File: src/rtl/neuron_param_sequencer.sv
// Purpose: shifts tau/weight/threshold words LSB-first into the LIF neuron's serial parameter loader.
// Latency: set_vars_o rises 1 cycle after the handshake, done follows the last of TAU_W shift cycles.
// Backpressure: cfg_ready is high only in IDLE; requests wait (no queueing) while a load is in flight.
module neuron_param_sequencer #(
    parameter int               TAU_W   = 15,
    parameter int               WGT_W   = 11,
    parameter int               GAP     = 2,
    parameter logic [TAU_W-1:0] DEF_TAU = 15'd8,
    parameter logic [WGT_W-1:0] DEF_WGT = 11'd4,
    parameter logic [TAU_W-1:0] DEF_THR = 15'd64
) (
    input  logic             clk,
    input  logic             rst,
    input  logic             cfg_valid,
    output logic             cfg_ready,
    input  logic [TAU_W-1:0] cfg_tau,
    input  logic [WGT_W-1:0] cfg_weight,
    input  logic [TAU_W-1:0] cfg_thresh,
    input  logic             abort,
    output logic             set_vars_o,
    output logic             expd_o,
    output logic             w_o,
    output logic             t_o,
    output logic             busy,
    output logic             done,
    output logic             aborted
);

    localparam int CW = (TAU_W > 1) ? $clog2(TAU_W) : 1;
    localparam int GW = $clog2(GAP + 1);
    localparam logic [CW-1:0] LAST_BIT = CW'(TAU_W - 1);

    typedef enum logic [2:0] {
        S_DEFAULT,
        S_IDLE,
        S_SHIFT,
        S_COMMIT,
        S_GAP
    } state_t;

    state_t           state, state_nxt;
    logic [TAU_W-1:0] tau_sr, tau_nxt;
    logic [WGT_W-1:0] wgt_sr, wgt_nxt;
    logic [TAU_W-1:0] thr_sr, thr_nxt;
    logic [CW-1:0]    bit_cnt, bit_cnt_nxt;
    logic [GW-1:0]    gap_left, gap_left_nxt;
    logic             done_nxt, aborted_nxt;
    logic             shifting_nxt;

    always_comb begin
        state_nxt    = state;
        tau_nxt      = tau_sr;
        wgt_nxt      = wgt_sr;
        thr_nxt      = thr_sr;
        bit_cnt_nxt  = bit_cnt;
        gap_left_nxt = gap_left;
        done_nxt     = 1'b0;
        aborted_nxt  = 1'b0;

        case (state)
            S_DEFAULT: begin
                tau_nxt     = DEF_TAU;
                wgt_nxt     = DEF_WGT;
                thr_nxt     = DEF_THR;
                bit_cnt_nxt = '0;
                state_nxt   = S_SHIFT;
            end
            S_IDLE: begin
                if (cfg_valid) begin
                    tau_nxt     = cfg_tau;
                    wgt_nxt     = cfg_weight;
                    thr_nxt     = cfg_thresh;
                    bit_cnt_nxt = '0;
                    state_nxt   = S_SHIFT;
                end
            end
            S_SHIFT: begin
                // The aborted cycle is the first low cycle, so the full GAP is spent in S_GAP.
                if (abort) begin
                    state_nxt    = S_GAP;
                    gap_left_nxt = GW'(GAP);
                    aborted_nxt  = 1'b1;
                end else if (bit_cnt == LAST_BIT) begin
                    state_nxt = S_COMMIT;
                    done_nxt  = 1'b1;
                end else begin
                    tau_nxt     = tau_sr >> 1;
                    wgt_nxt     = wgt_sr >> 1;
                    thr_nxt     = thr_sr >> 1;
                    bit_cnt_nxt = bit_cnt + CW'(1);
                end
            end
            S_COMMIT: begin
                if (GAP <= 1) begin
                    state_nxt = S_IDLE;
                end else begin
                    state_nxt    = S_GAP;
                    gap_left_nxt = GW'(GAP - 1);
                end
            end
            S_GAP: begin
                if (gap_left <= GW'(1)) begin
                    state_nxt    = S_IDLE;
                    gap_left_nxt = '0;
                end else begin
                    gap_left_nxt = gap_left - GW'(1);
                end
            end
            default: state_nxt = S_DEFAULT;
        endcase

        shifting_nxt = (state_nxt == S_SHIFT);
    end

    always_ff @(posedge clk or negedge rst) begin
        if (!rst) begin
            state    <= S_DEFAULT;
            tau_sr   <= '0;
            wgt_sr   <= '0;
            thr_sr   <= '0;
            bit_cnt  <= '0;
            gap_left <= '0;
        end else begin
            state    <= state_nxt;
            tau_sr   <= tau_nxt;
            wgt_sr   <= wgt_nxt;
            thr_sr   <= thr_nxt;
            bit_cnt  <= bit_cnt_nxt;
            gap_left <= gap_left_nxt;
        end
    end

    // Outputs are flopped from next-state values so they line up with the state they describe;
    // the weight register shifts in zeros, which blanks w_o once its WGT_W bits are exhausted.
    always_ff @(posedge clk or negedge rst) begin
        if (!rst) begin
            set_vars_o <= 1'b0;
            expd_o     <= 1'b0;
            w_o        <= 1'b0;
            t_o        <= 1'b0;
            cfg_ready  <= 1'b0;
            busy       <= 1'b1;
            done       <= 1'b0;
            aborted    <= 1'b0;
        end else begin
            set_vars_o <= shifting_nxt;
            expd_o     <= shifting_nxt & tau_nxt[0];
            w_o        <= shifting_nxt & wgt_nxt[0];
            t_o        <= shifting_nxt & thr_nxt[0];
            cfg_ready  <= (state_nxt == S_IDLE);
            busy       <= (state_nxt != S_IDLE);
            done       <= done_nxt;
            aborted    <= aborted_nxt;
        end
    end

endmodule

File: config.mk
export PLATFORM = sky130hd
export DESIGN_NAME = neuron_param_sequencer
export DESIGN_NICKNAME = d
export VERILOG_FILES = /design/src/rtl/neuron_param_sequencer.sv
export SDC_FILE = /design/constraint.sdc
export NUM_CORES = 1
export LEC_CHECK = 0
export CAP_MARGIN = 20
export CELL_PAD_IN_SITES_DETAIL_PLACEMENT = 1
export CELL_PAD_IN_SITES_GLOBAL_PLACEMENT = 1
export CORE_UTILIZATION = 40
export DETAILED_ROUTE_END_ITERATION = 12
export PLACE_DENSITY = 0.83
export SLEW_MARGIN = 20
export SYNTH_ARGS = -nofsm -noshare
export SYNTH_HDL_FRONTEND = slang
export SYNTH_SLANG_ARGS = --single-unit
File: constraint.sdc
create_clock -name clk -period 4.7 [get_ports clk]
set_input_delay 0.94 -clock clk [delete_from_list [all_inputs] [get_ports clk]]
set_output_delay 0.94 -clock clk [all_outputs]
set_load 0.01 [all_outputs]
==> impl_results.md <==
- CTS sink cnt: 55
- Slew at the pin closest to its max-slew limit: around 0.68 ns
- Yosys warning total: 0
- Status: finished, final reports clean
- DP HPWL: 3640 um
- Die Span X: 78.4 um
- Clock latency on the worst-skew pair: 0.31 ns
- Flop pwr share: 0.471
- Area of placed instances: 0.00286 mm2
- TritonCTS clock tree: yes
- Post-Syn Area: 0.00233 mm2
- Grt ovf: 0
- Gr usage total: 0.198
- Synthesized area per cell: 11.6 um2
- Via count: 1843
- CP arrival: 2.80 ns
- Core Box Area: 0.00557 mm2
- Post-CTS sizing: 0
- Post-CTS Setup Bufs: 0
- Final cycle utilization of the critical path: 0.543
- Routed length per placed instance: 17.0 um
- Layout cells sized above 1: 0.0763
- Worst Path Max Fanout: 40
- VDD IR max: around 280 uV
- Largest net degree at the start of global routing: 56
- Crit-path max cell delay: 0.60 ns
- Crit-path cells: clkdlybuf4s50_1, or4b_4, nor2b_2, buf_4, a222oi_1, inv_1
- RePlAce Congestion: 0.755
- Initial antenna violation count: 0
- Relative slew slack: 0.549
- TritonRoute pass-1 iters: 7
- PortBufs: 52
- Top cell type's share of synthesized area: 0.579
- PwrDens: 483 mW/mm2
- Main area contributors after synthesis: dfrtp_1 (58%), a222oi_1 (14%), inv_1 (6.1%), buf_6 (2.9%), a22o_1 (2.3%)
- Worst Hold Class: reg -> reg
- Internal: between 0.9 and 1 mW
- Worst-path clk slew: 0.09 ns
- Synth area leader: dfrtp_1
- Routed WL: 5450 um
- Synth Flop Type: dfrtp_1
- Mapped Nets: ~250
- Final Critical Period: between 2 and 3 ns
- CTS buffer count: 5
- Sw Ratio: 0.348
- Initial core utilization: 0.419
- Die area: a little over 0.006 mm2
- First-pass GRT wire length: 9230 um
- Critical Path End Type: flip-flop
- Post-layout util: 0.531
- H-tree depth: 2
- Die H: 78.4 um
- Fin. max-slew vios: 0
- Worst setup SP type: input pin
- CP Buf/Inv Count: 3
- CTS max path bufs: 2
- IO Count: 53
- FF+latch count, synth: 55
- Clk_skew: 0.00960 ns
- Critical path's slowest cell: or4b_4
- Achievable clock frequency: roughly 390 MHz
- Library cells used by synthesis: 30
- Vias in the first global route: roughly 1800
- Fin cells: 321
- Sum Neg Setup Slack: 0 ns
- Fin nets: 295
- # rows: 27
- Residual DRC count: 0
- Final Cell Area: 0.00296 mm2
- Combinational Power Share: 0.313
- Required @ worst endpoint: around 5.0 ns
- CP Class: in -> reg
- P&R area growth vs syn: 26.8%
- Placed insts: 313
- Clock Power Share: 0.215
- EDFF count, synth: 0
- Final-report hold violation count: 0
- # setup viols final: 0
- Max Cap Violations: 0
- CP delay by family, top: buffers and inverters
- P_leak: 1.53 nW
- N_diodes: 0
- Vias per cell: 5.74
- 1st-iter DRT viols: 242
- RSZ-0062 raised after global routing: no
- Asr flop ratio synth: 1.00
- Hold_buf cts: 0
- Net Sw Power: approximately 0.5 mW
- Syn Inst Count: 202
- Routed Antenna Nets: 0
- Root Driver: clkbuf_8
- Sequential element share of the synthesized area: 0.590
power groups by stage:
stage                     logic, mW  registers (mW)  clock network (mW)
after global routing          0.507           0.693               0.337
after detailed placement      0.451           0.681                   0
final                         0.449           0.674               0.308
after floorplan               0.341           0.657                   0
after CTS                     0.454           0.675               0.318
after global placement        0.429           0.681                   0
path summary, 6_finish.rpt:
check                                       start                      to  slack (ns)  cells past startpoint
setup / recovery                            abort   tau_sr[7]$_DFFE_PN0P_        2.15                      6
min in group asynchronous                     rst    set_vars_o$_DFF_PN0_        0.75                      2
hold / removal             tau_sr[10]$_DFFE_PN0P_   tau_sr[9]$_DFFE_PN0P_        0.50                      2
setup reg to reg           bit_cnt[0]$_DFFE_PN0P_  bit_cnt[2]$_DFFE_PN0P_        2.77                      7
max in group asynchronous                     rst   tau_sr[5]$_DFFE_PN0P_        3.50                      2
hold reg to reg            tau_sr[10]$_DFFE_PN0P_   tau_sr[9]$_DFFE_PN0P_        0.50                      2
state kept, by name, summed over array words and instances (netlist names):
| name | count |
|---|---|
| done | 1 |
| w_o | 1 |
| state | 3 |
| aborted | 1 |
| wgt_sr | 10 |
| thr_sr | 14 |
| cfg_ready | 1 |
| set_vars_o | 1 |
| gap_left | 2 |
| t_o | 1 |
| tau_sr | 14 |
| bit_cnt | 4 |
| busy | 1 |
| expd_o | 1 |
placed cells by master, fill, tap and decap left out, drive strengths merged, types with 2 or more instances in the layout:
master,count
nand3,3
a221oi,4
a22o,6
clkbuf,7
a222oi,32
clkdlybuf4s50,51
nand2,11
a21boi,2
nor3,2
dfrtp,54
buf,5
nand2b,2
inv,39
a21oi,3
o21ai,8
or3,2
nor2,7
ha,2
routing by layer:
layer  GRT usage  up-vias  share of wire
met1       0.254      952           0.41
met2       0.332       59           0.52
met3      0.0407        5          0.049
met4      0.0667        0          0.014
met5           0        -              0
li1            -      827              -
per-stage QoR:
stage / power (mW) / hold slack (ns) / setup slack [ns]
2_1_floorplan: 0.998 / 0.447 / 2.66
3_3_place_gp: 1.11 / 0.468 / 1.88
3_5_place_dp: 1.13 / 0.475 / 1.84
4_1_cts: 1.45 / 0.499 / 2.16
5_1_grt: 1.54 / 0.523 / 2.06
6_report: 1.43 / 0.498 / 2.15
cells by family after synthesis:
family,after synthesis,share of synthesized area
compound gates,58,0.218
buf+inv,56,0.114
flops,55,0.590
simple gates,31,0.0670
fa+ha+maj,2,0.0107
worst register-to-register path, cell delays in order (launching register included):
cell	delay, ns
dfrtp_1	0.45
inv_1	0.09
ha_1	0.15
nand3_1	0.17
a22oi_2	0.20
buf_4	0.41
o21ai_0	0.20
a21boi_0	0.19
synthesized netlist by cell type (2+ instances only):
cell / count
dfrtp_1: 54
o21ai_0: 7
a21boi_0: 2
buf_2: 9
a22o_1: 6
nor3_1: 2
or3_1: 2
nor2_1: 6
clkbuf_1: 2
nand2b_1: 2
a222oi_1: 32
buf_6: 6
a21oi_1: 2
a221oi_1: 4
ha_1: 2
inv_1: 38
nand3_1: 3
nand2_1: 11
cell type report:
| type | count | area [um2] |
|---|---|---|
| Fill cell | 607 | 2610 |
| Sequential cell | 55 | 1380 |
| Multi-Input combinational cell | 91 | 696 |
| Timing Repair Buffer | 56 | 546 |
| Inverter | 39 | 146 |
| Tap cell | 72 | 90.1 |
| Clock buffer | 7 | 76.3 |
| Clock inverter | 1 | 30.0 |
(Power assumes the default switching activity.)
